File: config.mk
export PLATFORM = sky130hd
export DESIGN_NAME = pic_inta_sequencer
export DESIGN_NICKNAME = d
export VERILOG_FILES = /design/src/rtl/pic_inta_pkg.sv /design/src/rtl/pic_inta_sequencer_sync2.sv /design/src/rtl/pic_inta_sequencer.sv
export SDC_FILE = /design/constraint.sdc
export NUM_CORES = 1
export LEC_CHECK = 0
export CAP_MARGIN = 20
export CORE_MARGIN = 2
export CORE_UTILIZATION = 50
export DETAILED_ROUTE_END_ITERATION = 10
export PLACE_DENSITY = 0.88
export SETUP_SLACK_MARGIN = 0.3
export SYNTH_ARGS = -nofsm -noshare
export SYNTH_HDL_FRONTEND = slang
export SYNTH_SLANG_ARGS = --single-unit
File: constraint.sdc
create_clock -name clock -period 2.8 [get_ports clock]
set_input_delay 0.56 -clock clock [delete_from_list [all_inputs] [get_ports clock]]
set_output_delay 0.56 -clock clock [all_outputs]
set_load 0.01 [all_outputs]
File: src/rtl/pic_inta_pkg.sv
// Shared types and constants for the CPU-side INTA sequencer.
package pic_inta_pkg;

  typedef enum logic [2:0] {
    IDLE   = 3'd0,
    PULSE1 = 3'd1,
    GAP1   = 3'd2,
    PULSE2 = 3'd3,
    GAP2   = 3'd4,
    PULSE3 = 3'd5,
    HOLD   = 3'd6
  } inta_state_e;

  localparam int unsigned PIC_PULSE_CYCLES_DEF = 4;
  localparam int unsigned PIC_GAP_CYCLES_DEF   = 2;
  localparam logic [7:0]  MCS80_CALL_OP        = 8'hCD;

  function automatic int unsigned max_u(input int unsigned a, input int unsigned b);
    return (a > b) ? a : b;
  endfunction

endpackage

File: src/rtl/pic_inta_sequencer_sync2.sv
// Two-flop synchronizer, async active-high reset to 0.
module pic_sync2 (
  input  logic clock,
  input  logic reset,
  input  logic d,
  output logic q
);

  logic meta;

  always_ff @(posedge clock or posedge reset) begin
    if (reset) begin
      meta <= 1'b0;
      q    <= 1'b0;
    end else begin
      meta <= d;
      q    <= meta;
    end
  end

endmodule

File: src/rtl/pic_inta_sequencer.sv
// 8086-style two-pulse interrupt acknowledge sequencer driving the 8259 INTA pin.
// Optional MCS-80 three-pulse CALL sequence when PIC_INTA_MCS80_EN is defined.
module pic_inta_sequencer
  import pic_inta_pkg::*;
#(
  parameter int unsigned PULSE_CYCLES = PIC_PULSE_CYCLES_DEF,
  parameter int unsigned GAP_CYCLES   = PIC_GAP_CYCLES_DEF
) (
  input  logic        clock,
  input  logic        reset,
  input  logic        int_req,
  input  logic        cpu_int_enable,
  input  logic [7:0]  data_bus_in,
  output logic        interrupt_acknowledge_n,
  output logic        inta_busy,
  output logic        vector_valid,
  output logic [7:0]  vector,
  input  logic        vector_ack
`ifdef PIC_INTA_MCS80_EN
  ,
  input  logic        mcs80_mode,
  output logic [15:0] call_addr
`endif
);

  localparam int unsigned CNT_W = $clog2(max_u(PULSE_CYCLES, GAP_CYCLES) + 1);

  logic             int_req_sync;
  inta_state_e      state_q, state_d;
  logic [CNT_W-1:0] cnt_q, cnt_d;
  logic             inta_n_d;
  logic             busy_d;
  logic             valid_d;
  logic [7:0]       vector_d;
`ifdef PIC_INTA_MCS80_EN
  logic             mode_q, mode_d;
  logic [15:0]      call_addr_d;
`endif

  pic_sync2 u_sync_int_req (
    .clock (clock),
    .reset (reset),
    .d     (int_req),
    .q     (int_req_sync)
  );

  always_ff @(posedge clock or posedge reset) begin
    if (reset) begin
      state_q                 <= IDLE;
      cnt_q                   <= '0;
      interrupt_acknowledge_n <= 1'b1;
      inta_busy               <= 1'b0;
      vector_valid            <= 1'b0;
      vector                  <= 8'h00;
`ifdef PIC_INTA_MCS80_EN
      mode_q                  <= 1'b0;
      call_addr               <= 16'h0000;
`endif
    end else begin
      state_q                 <= state_d;
      cnt_q                   <= cnt_d;
      interrupt_acknowledge_n <= inta_n_d;
      inta_busy               <= busy_d;
      vector_valid            <= valid_d;
      vector                  <= vector_d;
`ifdef PIC_INTA_MCS80_EN
      mode_q                  <= mode_d;
      call_addr               <= call_addr_d;
`endif
    end
  end

  // Next state; outputs are derived from the next state so they align with it.
  always_comb begin
    state_d  = state_q;
    cnt_d    = cnt_q;
    valid_d  = vector_valid;
    vector_d = vector;
`ifdef PIC_INTA_MCS80_EN
    mode_d      = mode_q;
    call_addr_d = call_addr;
`endif

    case (state_q)
      IDLE: begin
        if (int_req_sync && cpu_int_enable) begin
          state_d = PULSE1;
          cnt_d   = CNT_W'(PULSE_CYCLES - 1);
`ifdef PIC_INTA_MCS80_EN
          mode_d  = mcs80_mode;
`endif
        end
      end
      PULSE1: begin
        if (cnt_q == '0) begin
          state_d = GAP1;
          cnt_d   = CNT_W'(GAP_CYCLES - 1);
`ifdef PIC_INTA_MCS80_EN
          if (mode_q) vector_d = data_bus_in;
`endif
        end else begin
          cnt_d = cnt_q - CNT_W'(1);
        end
      end
      GAP1: begin
        if (cnt_q == '0) begin
          state_d = PULSE2;
          cnt_d   = CNT_W'(PULSE_CYCLES - 1);
        end else begin
          cnt_d = cnt_q - CNT_W'(1);
        end
      end
      PULSE2: begin
        if (cnt_q == '0) begin
`ifdef PIC_INTA_MCS80_EN
          if (mode_q) begin
            call_addr_d[7:0] = data_bus_in;
            state_d          = GAP2;
            cnt_d            = CNT_W'(GAP_CYCLES - 1);
          end else begin
            vector_d = data_bus_in;
            valid_d  = 1'b1;
            state_d  = HOLD;
          end
`else
          vector_d = data_bus_in;
          valid_d  = 1'b1;
          state_d  = HOLD;
`endif
        end else begin
          cnt_d = cnt_q - CNT_W'(1);
        end
      end
`ifdef PIC_INTA_MCS80_EN
      GAP2: begin
        if (cnt_q == '0) begin
          state_d = PULSE3;
          cnt_d   = CNT_W'(PULSE_CYCLES - 1);
        end else begin
          cnt_d = cnt_q - CNT_W'(1);
        end
      end
      PULSE3: begin
        if (cnt_q == '0) begin
          call_addr_d[15:8] = data_bus_in;
          valid_d           = 1'b1;
          state_d           = HOLD;
        end else begin
          cnt_d = cnt_q - CNT_W'(1);
        end
      end
`endif
      HOLD: begin
        if (vector_ack) begin
          valid_d = 1'b0;
          state_d = IDLE;
        end
      end
      default: state_d = IDLE;
    endcase

    inta_n_d = !((state_d == PULSE1) || (state_d == PULSE2) || (state_d == PULSE3));
    busy_d   = (state_d != IDLE);
  end

endmodule

==> results.md <==
- Port buffering added 23 buffers.
- The total via count after detailed routing is 628.
- Dividing the detail-routed wire length by the instance count gives 14.2 um.
- The buffer depth of the longest clock path is 2.
- The final layout contains routed wiring with a total length of 1700 um.
- The final worst hold slack is 0.369 ns.
- Along the worst path, the maximum fanout reaches 1.
- The arrival time of the worst setup path is 1.35 ns.
- The detailed-placement wirelength estimate is 1270 um.
- The number of instances on the worst hold path is 0.
- The arithmetic-cell share of the synthesized area counting full adders, half adders and majority gates is 2.79%.
- The headroom to the max-slew limit is 53.8%.
- For this configuration, the core starts out at a cell density of 52.5%.
- The analysis attributes to cell leakage a power of 0.503 nW.
- The most used flip-flop cell after synthesis is sky130_fd_sc_hd__dfrtp_1.
- The final layout contains 111 nets.
- The critical path goes through clkdlybuf4s50_1.
- The share of the Yosys chip area taken by registers is 53.1%.
- The CTS tree is built.
- The critical path capture point type is a primary output.
- The average instance in the mapped netlist occupies 12.5 um^2.
- The power density of the placed cells is 1090 mW/mm^2.
- Summing all flip-flop and latch instances after layout gives 477 um^2.
- The classification of the worst-slack hold path is register to register.
- The number of clock buffers inserted by TritonCTS is 3.
- The capturing point of the worst reg2reg path is vector[6]$_DFFE_PP0P_.
- In the post-synthesis netlist, the biggest area contributors are sky130_fd_sc_hd__dfrtp_1 (50%), sky130_fd_sc_hd__mux2_4 (13%), sky130_fd_sc_hd__dfstp_2 (2.9%), sky130_fd_sc_hd__a21oi_1 (2.8%), sky130_fd_sc_hd__ha_1 (2.8%).
- The routability congestion estimate is 0.818.
- Summing the areas of all and, or, nand and nor instances in the mapped netlist gives 8.37% of the synthesized area.
- Entering global routing, the biggest net connects 20 pins.
- The count of cell types in the netlist is 30.
- The number of search-and-repair iterations in the first detailed-routing pass is 4.
- STA classifies the critical path startpoint as a register.
- Setup repair after global routing left no endpoint under its margin.
- The via count of the first global-routing pass is 657.
- Ranked by instance count, the synthesized netlist is headed by sky130_fd_sc_hd__dfrtp_1 (18), sky130_fd_sc_hd__mux2_4 (8), sky130_fd_sc_hd__inv_1 (6), sky130_fd_sc_hd__a21oi_1 (5), sky130_fd_sc_hd__o21ai_0 (4).
- The number of setup violations in the final report is 0.
- The compound-cell area share of the yosys netlist is 15.3%.
- For the final database, setup skew stands at 0.00308 ns.
- The highest-delay cell along the critical path is sky130_fd_sc_hd__dfstp_2.
- The antenna diode count is 0.
- The share of flip-flops with an asynchronous set or reset is 100%.
- The biggest cell delay along the critical path is 0.53 ns.
- The initialized floorplan defines 15 standard-cell rows.
- Cells with a size suffix above 1 make up 14.7% of the layout.
- The critical path required time is 2.24 ns.
- The first-pass GRT wire length is 2800 um.
- For flop-to-flop paths, the worst setup slack is 1.07 ns.
- The endpoint of the worst hold-timing path is u_sync_int_req.q$_DFF_PP0_.
- The worst vdd rail ir drop is 0.565 mV.
- The number of synthesis warnings is 0.
- The CTS sink count is 19.
- The total buffers and inverters traversed by the critical path is 1.
- In this run the standard cell core region covers 0.00171 mm^2.
- The dominant cell type by area after synthesis is sky130_fd_sc_hd__dfrtp_1.
- After synthesis the netlist holds a flip-flop and latch count of 19.
- At the pin with the least slew margin, the transition time is 0.692 ns.
- The number of failing hold endpoints at the final stage came to 0.
- After detailed routing, the number of vias per cell comes to 5.23.
- During I/O placement, the number of pins put on the boundary was 24.
- Counting every net in the synthesized netlist gives 87.
- Max-cap violations in this run came to 0.
- CTS built an H-tree with a depth of 1.
- The post-cts repair resize count is 0.
- The number of synthesized flops with an enable pin is 0.
- The achievable clock frequency is 524 MHz.
- Global routing finished with a remaining overflow of 0.
- The share of the synthesized area in the top cell type is 50.2%.
- The number of design rule violations left after detail routing is 0.
- The final number of max-transition violations is 0.
- The clock slew at the register clock pins of the worst setup and hold paths is 0.10 ns.
- The die height is 46.4 um.
- By area, the combinational part of the netlist is dominated by compound AO/OA/AOI/OAI gates.
- The DRC violation total after the first TritonRoute iteration is 7.
- The count of mapped cells out of synthesis is 72.
- The die area is 0.00215 mm^2.
- Summing all multi-input logic gate instances after layout gives 358 um^2.
- The launch point of the worst hold path is u_sync_int_req.meta$_DFF_PP0_.
- The number of antenna-violating nets in the routed design is 0.
- Summing the areas of all xor and xnor instances in the mapped netlist gives 0% of the synthesized area.
- The worst path in the final design needs a cycle of 1.91 ns, including I/O delays and setup.
- For this run, the total global-route usage over all layers was measured as 19.1%.
- The launch point of the worst reg-to-reg path is cnt_q[0]$_DFFE_PP0P_.
- The area growth from synthesis to layout is 27.8%.
- The final sum of negative setup slack is 0 ns.
- The cell family contributing the most delay on the critical path is flip-flops.
- After the flow finishes, the layout carries non-filler instances totaling 120.
- In this run the horizontal extent of the chip is 46.4 um.
- The synthesized netlist occupies a cell area of 897 um^2.
- The logic depth of the worst register-to-register path is 5.
- Counting tap cells, the placed design contains a total of 116 instances.
- The number of hold buffers added after CTS was 0.
- The clock reaches the later pin of the worst-skew pair after 0.29 ns.
- The run finished with clean final reports.
- The most frequent cell after synthesis is sky130_fd_sc_hd__dfrtp_1.
- The critical path is of the register to primary output type.
- The count of fill cells added during filler insertion is 121.
- The number of antenna violations at the first check in global routing came to 0.
- The root cell of the clock tree is sky130_fd_sc_hd__clkbuf_4.
- The proportion of synthesized area in mux cells is 13.4%.
- The ratio of final minimum period to clock period is 68.2%.
- The post-CTS setup buffer count is 0.
## cells in the final DEF (no fill, tap or decap), types with 3 or more instances in the layout
master,synthesis,routed
sky130_fd_sc_hd__clkbuf_4,0,3
sky130_fd_sc_hd__dfrtp_1,18,18
sky130_fd_sc_hd__mux2_4,8,8
sky130_fd_sc_hd__clkdlybuf4s50_1,0,23
sky130_fd_sc_hd__inv_1,6,6
sky130_fd_sc_hd__o21ai_0,4,4
sky130_fd_sc_hd__a21oi_1,5,5
sky130_fd_sc_hd__nand2_1,3,3
## kinds of logic (layout without fill, tap and decap cells)
logic type | after synthesis | in the layout
adder cells (fa/ha/maj) | 2 | 2
multiplexers | 8 | 8
AO/OA/AOI/OAI | 20 | 20
AND/OR/NAND/NOR | 13 | 13
flip-flops | 19 | 19
buffers and inverters | 10 | 33
## how the worst max path moves through the flow
stage | cells past startpoint | endpoint | slack (ns) | from
after CTS | 1 | interrupt_acknowledge_n | 0.87 | interrupt_acknowledge_n$_DFF_PP1_
after global routing | 1 | interrupt_acknowledge_n | 0.84 | interrupt_acknowledge_n$_DFF_PP1_
after detailed placement | 4 | cnt_q[2]$_DFFE_PP0P_ | 0.89 | cpu_int_enable
final | 1 | interrupt_acknowledge_n | 0.89 | interrupt_acknowledge_n$_DFF_PP1_
after floorplan | 7 | vector[0]$_DFFE_PP0P_ | 1.20 | cnt_q[0]$_DFFE_PP0P_
after global placement | 4 | cnt_q[2]$_DFFE_PP0P_ | 1.01 | cpu_int_enable
## registers in the layout (all words and copies together), names as in the netlist
register / count
u_sync_int_req.q: 1
inta_busy: 1
vector_valid: 1
vector: 8
u_sync_int_req.meta: 1
interrupt_acknowledge_n: 1
cnt_q: 3
state_q: 3
## layout make-up
cell class / count / share of cell area (%)
Inverter: 6 / 1.97
Tap cell: 25 / 2.73
Clock inverter: 1 / 0.437
Sequential cell: 19 / 41.6
Multi-Input combinational cell: 43 / 31.2
Timing Repair Buffer: 23 / 20.1
Clock buffer: 3 / 1.97
## power breakdown
part           total [mW]  internal [mW]  switching (mW)  leakage [nW]
sequential          0.510          0.402           0.108         0.226
clock               0.134         0.0532          0.0806        0.0177
combinational       0.602          0.365           0.238         0.260
total                1.25          0.820           0.426         0.503
## layer usage
metal / up-vias / GRT usage [%] / share of wire, %
met5: - / 0 / 0
met1: 296 / 21.4 / 44
met4: 0 / 10.3 / 1.5
met2: 24 / 32.8 / 48
met3: 4 / 4.71 / 6.5
li1: 304 / - / -
## stage by stage
stage | setup WS (ns) | utilization [%] | total power, mW | instance area (um^2)
floorplan | 1.20 | - | 0.892 | 897
finish | 0.891 | 67.1 | 1.25 | 1150
global route | 0.837 | 67.1 | 1.33 | 1150
CTS | 0.875 | 67.1 | 1.26 | 1150
global placement | 1.01 | 65.5 | 1.08 | 1120
detailed placement | 0.887 | 65.5 | 1.12 | 1120
Note: power is estimated with default switching activity, not from simulation.
==> RTL edit 1, RTL diff (config.mk and constraints unchanged) <==
Register the output `interrupt_acknowledge_n` once more, cleared by the reset; this adds one clock of latency there. The other outputs are not delayed to match.
--- a/src/rtl/pic_inta_sequencer.sv
+++ b/src/rtl/pic_inta_sequencer.sv
@@ -25,6 +25,8 @@
 
   localparam int unsigned CNT_W = $clog2(max_u(PULSE_CYCLES, GAP_CYCLES) + 1);
 
+  logic interrupt_acknowledge_n_s0;
+
   logic             int_req_sync;
   inta_state_e      state_q, state_d;
   logic [CNT_W-1:0] cnt_q, cnt_d;
@@ -48,7 +50,7 @@
     if (reset) begin
       state_q                 <= IDLE;
       cnt_q                   <= '0;
-      interrupt_acknowledge_n <= 1'b1;
+      interrupt_acknowledge_n_s0 <= 1'b1;
       inta_busy               <= 1'b0;
       vector_valid            <= 1'b0;
       vector                  <= 8'h00;
@@ -59,7 +61,7 @@
     end else begin
       state_q                 <= state_d;
       cnt_q                   <= cnt_d;
-      interrupt_acknowledge_n <= inta_n_d;
+      interrupt_acknowledge_n_s0 <= inta_n_d;
       inta_busy               <= busy_d;
       vector_valid            <= valid_d;
       vector                  <= vector_d;
@@ -163,5 +165,13 @@
     busy_d   = (state_d != IDLE);
   end
 
+  always_ff @(posedge clock or posedge reset) begin
+    if (reset) begin
+      interrupt_acknowledge_n <= '0;
+    end else begin
+      interrupt_acknowledge_n <= interrupt_acknowledge_n_s0;
+    end
+  end
+
 endmodule
 
Behaviour: not the same (Yosys sat finds a counterexample within 4 cycles, from zero or initial values and one cycle with reset high).
==> RTL edit 1 against the unedited design <==
Sequential cell count is 1 higher; worst setup slack gained 120 ps; routed wire length grew 13%; total power increased by 7.4%; fmax is 6.8% higher; design area increased by 7.5%; synthesized area increased by 5.4%; critical endpoint is now vector[4].
==> RTL edit 1: results (changes against the unedited design) <==
Die ar.: 2260 um^2 (+5.0%)
First-pass GRT wire length: 3060 um (+9.1%)
Int Pwr: 911 uW (+11%)
Post-Place Cell Area: 1180 um^2 (+5.5%)
Detail Route met2 WL: 961 um (+19%)
GPL Wtd Cong: 0.803 (-1.8%)
Synth area leaders: dfrtp_1, mux2_4, dfstp_2
Total GRT Usage: 19.8% (+0.74 points)
Slowest cell on crit path: clkdlybuf4s50_1
Avg Vias per Cell: 5.51 (+5.3%)
DRT iter0 DRCs: 24 (+17)
Dpl ws: 967 ps (+79.7 ps)
Setup slack, reg-to-reg: 1160 ps (+90 ps)
RR Endpoint: vector[2]
Max incr delay on CP: 550 ps (+20 ps)
Post-DP HPWL: 1350 um (+6.4%)
Fillers: 136 (+12%)
Comb group: 579 uW (-3.8%)
Avg Inst Size Synth: 12.8 um^2 (+2.6%)
Worst rel slew slack: 48.2% (-5.6 points)
Multi-input gate share of total cell area: 32.6% (+1.4 points)
Non-clock buffer share: 18.7% (-1.4 points)
CP max FO: 2 (+1)
# placed instances: 119 (+2.6%)
Comb_multi_in: 47 (+9.3%)
Largest net degree at the start of global routing: 21 (+5.0%)
Share of layout cells above drive strength 1: 18.4% (+3.6 points)
Post-synth top cells: dfrtp_1, mux2_4, o21ai_0
GR Layer Usage met1: 26.6% (+5.3 points)
Critical path startpoint: vector[4]
Logic pwr share: 43.3% (-5.1 points)
Hold_ws: 365 ps (-4.06 ps)
Pwr Density: 1090 nW/um^2 (about the same)
Met1 WL: 811 um (+7.1%)
Seq/Total Area, Yosys: 53.0% (-0.096 points)
DRT Wirelength: 1920 um (+13%)
Met3 wire length: 123 um (+12%)
Status: finished clean
Family with the most delay on the worst path: buffers and inverters
Non-clk invs: 4 (-2)
Clock-pin slew on the worst setup and hold paths: 120 ps (+20 ps)
Library cells used by synthesis: 29 (-3.3%)
Power Clock: 234 uW (+75%)
Met2 track demand over resource: 31.4% (-1.4 points)
Global routing usage on met3: 3.77% (-0.93 points)
Sequential cell area share: 40.7% (-0.88 points)
Clk tree area frac: 4.26% (+1.9 points)
Worst Skew: 4.64 ps (+1.56 ps)
[RTL edit 1: cell types whose count changed after synthesis, moves of 2 or more]
| cell | unedited run | this run |
|---|---|---|
| inv_1 | 6 | 4 |
| a31oi_1 | 0 | 3 |
| nor3b_1 | 0 | 2 |
| a211oi_1 | 2 | 0 |
[RTL edit 1: kinds of logic after synthesis]
| group | share of synthesized area [%] |
|---|---|
| flops | 53.0 |
| compound gates | 12.3 |
| simple gates | 14.8 |
| mux | 12.7 |
| buf+inv | 4.50 |
| fa+ha+maj | 2.65 |
[RTL edit 1: worst max path at each step]
stage | end | slack, ps | depth (start not counted)
6_report | vector[4] | 1010 | 1
3_5_place_dp | cnt_q[1] | 970 | 4
3_3_place_gp | cnt_q[1] | 1020 | 4
5_1_grt | vector[4] | 950 | 1
4_1_cts | vector[4] | 980 | 1
2_1_floorplan | vector[0] | 1330 | 5
==> RTL edit 2, RTL diff (same settings) <==
Without the edit above. The package constant `PIC_PULSE_CYCLES_DEF` goes from 4 to 16.
--- a/src/rtl/pic_inta_pkg.sv
+++ b/src/rtl/pic_inta_pkg.sv
@@ -11,7 +11,7 @@
     HOLD   = 3'd6
   } inta_state_e;
 
-  localparam int unsigned PIC_PULSE_CYCLES_DEF = 4;
+  localparam int unsigned PIC_PULSE_CYCLES_DEF = 16;
   localparam int unsigned PIC_GAP_CYCLES_DEF   = 2;
   localparam logic [7:0]  MCS80_CALL_OP        = 8'hCD;
 
Behaviour: not the same (a bounded check fails within 10 cycles, from zero or initial values and one cycle with reset high).
==> RTL edit 2 against the unedited design <==
Total power is 11% lower; via count is 11% higher; highest routed layer unchanged; sequential cell count is 2 higher; worst setup slack worse by 24 ps; fmax is 1.2% lower; core utilization is 1.8 points higher; count of clock-buffer cells in the layout is 1 higher; sequential power is 2% higher; design area is 6.1% higher; synthesized area is 5.7% higher; clock skew is 4.1 ps higher; register-to-register slack worse by 160 ps; critical path type unchanged; routed wire length is 0.70% lower.
==> RTL edit 2: results (changes against the unedited design) <==
Top Registers: vector x8, cnt_q x5, state_q x3
Leak: 0.511 nW (+1.5%)
Total GRT Usage: 17.6% (-1.4 points)
Worst R2R Start: cnt_q[0]
Worst Skew: 7.20 ps (+4.12 ps)
Largest net degree at the start of global routing: 22 (+10%)
Final net count: 121 (+9.0%)
Max incr delay on CP: 540 ps
Drt pass-1 iters: 4 (unchanged)
Setup slack, reg-to-reg: 910 ps (-160 ps)
Number of flops mapped to enable cells by yosys: 0 (unchanged)
First-pass GRT wire length: 2720 um (-3.0%)
Async S/R FF share, synth: 100% (unchanged)
DR vias: 695 (+11%)
DRT iter0 DRCs: 11 (+4)
Port Buffer Count: 23 (unchanged)
Setup Buffers After CTS: 0 (unchanged)
DR WL/cell: 12.9 um (-9.0%)
CP max FO: 1 (unchanged)
Clk root buf: clkbuf_4
Status: finished clean
ANT cells: 0 (unchanged)
H-tree depth: 1 (unchanged)
Syn_nets: 97 (+11%)
Initial antenna violation count: 0 (unchanged)
Library cells used by synthesis: 29 (-3.3%)
Slowest cell on crit path: clkdlybuf4s50_1
Max VDD drop: 569 uV (+0.61%)
RR Endpoint: vector[2]
Worst-Margin Slew: 786 ps (+93.5 ps)
Hold depth: 0 (unchanged)
Worst R2R Path Depth: 6 (+1)
Longest Clk Path Bufs: 2 (unchanged)
Clk_lat worst skew: 300 ps
Dpl ws: 742 ps (-145 ps)
Hold_ws: 365 ps (-4.18 ps)
Worst hold path startpoint: u_sync_int_req.meta
Post-cts sizing count: 0 (unchanged)
Cts bufs inserted: 3 (unchanged)
# placed instances: 127 (+9.5%)
Family with the most delay on the worst path: buffers and inverters
Vias in the first global route: 672 (+2.3%)
Fillers: 140 (+16%)
Clock-pin slew on the worst setup and hold paths: 110 ps
Hold endpoint: u_sync_int_req.q
GPL Wtd Cong: 0.883 (+7.9%)
Ys Warns: 0 (unchanged)
Critical path startpoint: interrupt_acknowledge_n
Worst EP arrival: 1370 ps (+20 ps)
Avg Vias per Cell: 5.31 (+1.4%)
Post-DP HPWL: 1260 um (-0.70%)
Class of the worst hold path: reg -> reg
Synth area leaders: dfrtp_1, mux2_2, a21oi_1
Seq/Total Area, Yosys: 55.5% (+2.4 points)
Avg Inst Size Synth: 11.4 um^2 (-8.3%)
Post-synth top cells: dfrtp_1, a21oi_1, mux2_2
Share of layout cells above drive strength 1: 17.0% (+2.2 points)
==> RTL edit 2: cell type report <==
cell class	instances	share of cell area, %
flip-flops and latches	21	43.3
multi-input cells	53	31.5
clock buffers	4	2.16
inverters	5	1.54
well taps	25	2.57
repair buffers	23	18.9
==> RTL edit 2: cells by family after synthesis <==
family	after synthesis	share of synthesized area [%]
multiplexers	8	9.50
buffers and inverters	9	4.09
adder cells (fa/ha/maj)	1	1.32
AND/OR/NAND/NOR	24	17.5
flip-flops	21	55.5
AO/OA/AOI/OAI	20	12.0
==> RTL edit 2: how the worst max path moves through the flow <==
stage / endpoint / slack [ps] / depth (start not counted)
finish: interrupt_acknowledge_n / 870 / 1
global route: vector[7] / 800 / 6
CTS: interrupt_acknowledge_n / 860 / 1
detailed placement: cnt_q[2] / 740 / 5
global placement: cnt_q[2] / 860 / 5
floorplan: vector[0] / 1160 / 6
==> RTL edit 2: power breakdown <==
part,internal (mW),switching (mW)
combinational,0.269,0.179
sequential,0.416,0.106
clock,0.0556,0.0848
total,0.740,0.370
==> RTL edit 2: metrics by stage <==
step / cell area [um^2] / utilization [%]
floorplan: 948 / -
global placement: 1190 / 67.4
detailed placement: 1190 / 67.4
CTS: 1220 / 68.9
global route: 1220 / 68.9
finish: 1220 / 68.9
==> RTL edit 2: per-layer routing <==
metal / part of all wire, % / vias to the layer above / global-route usage [%]
met5: 0 / - / 0
met4: 1.9 / 0 / 8.11
met3: 4.3 / 5 / 5.66
met2: 48 / 15 / 29.2
met1: 46 / 339 / 20.9
li1: - / 336 / -
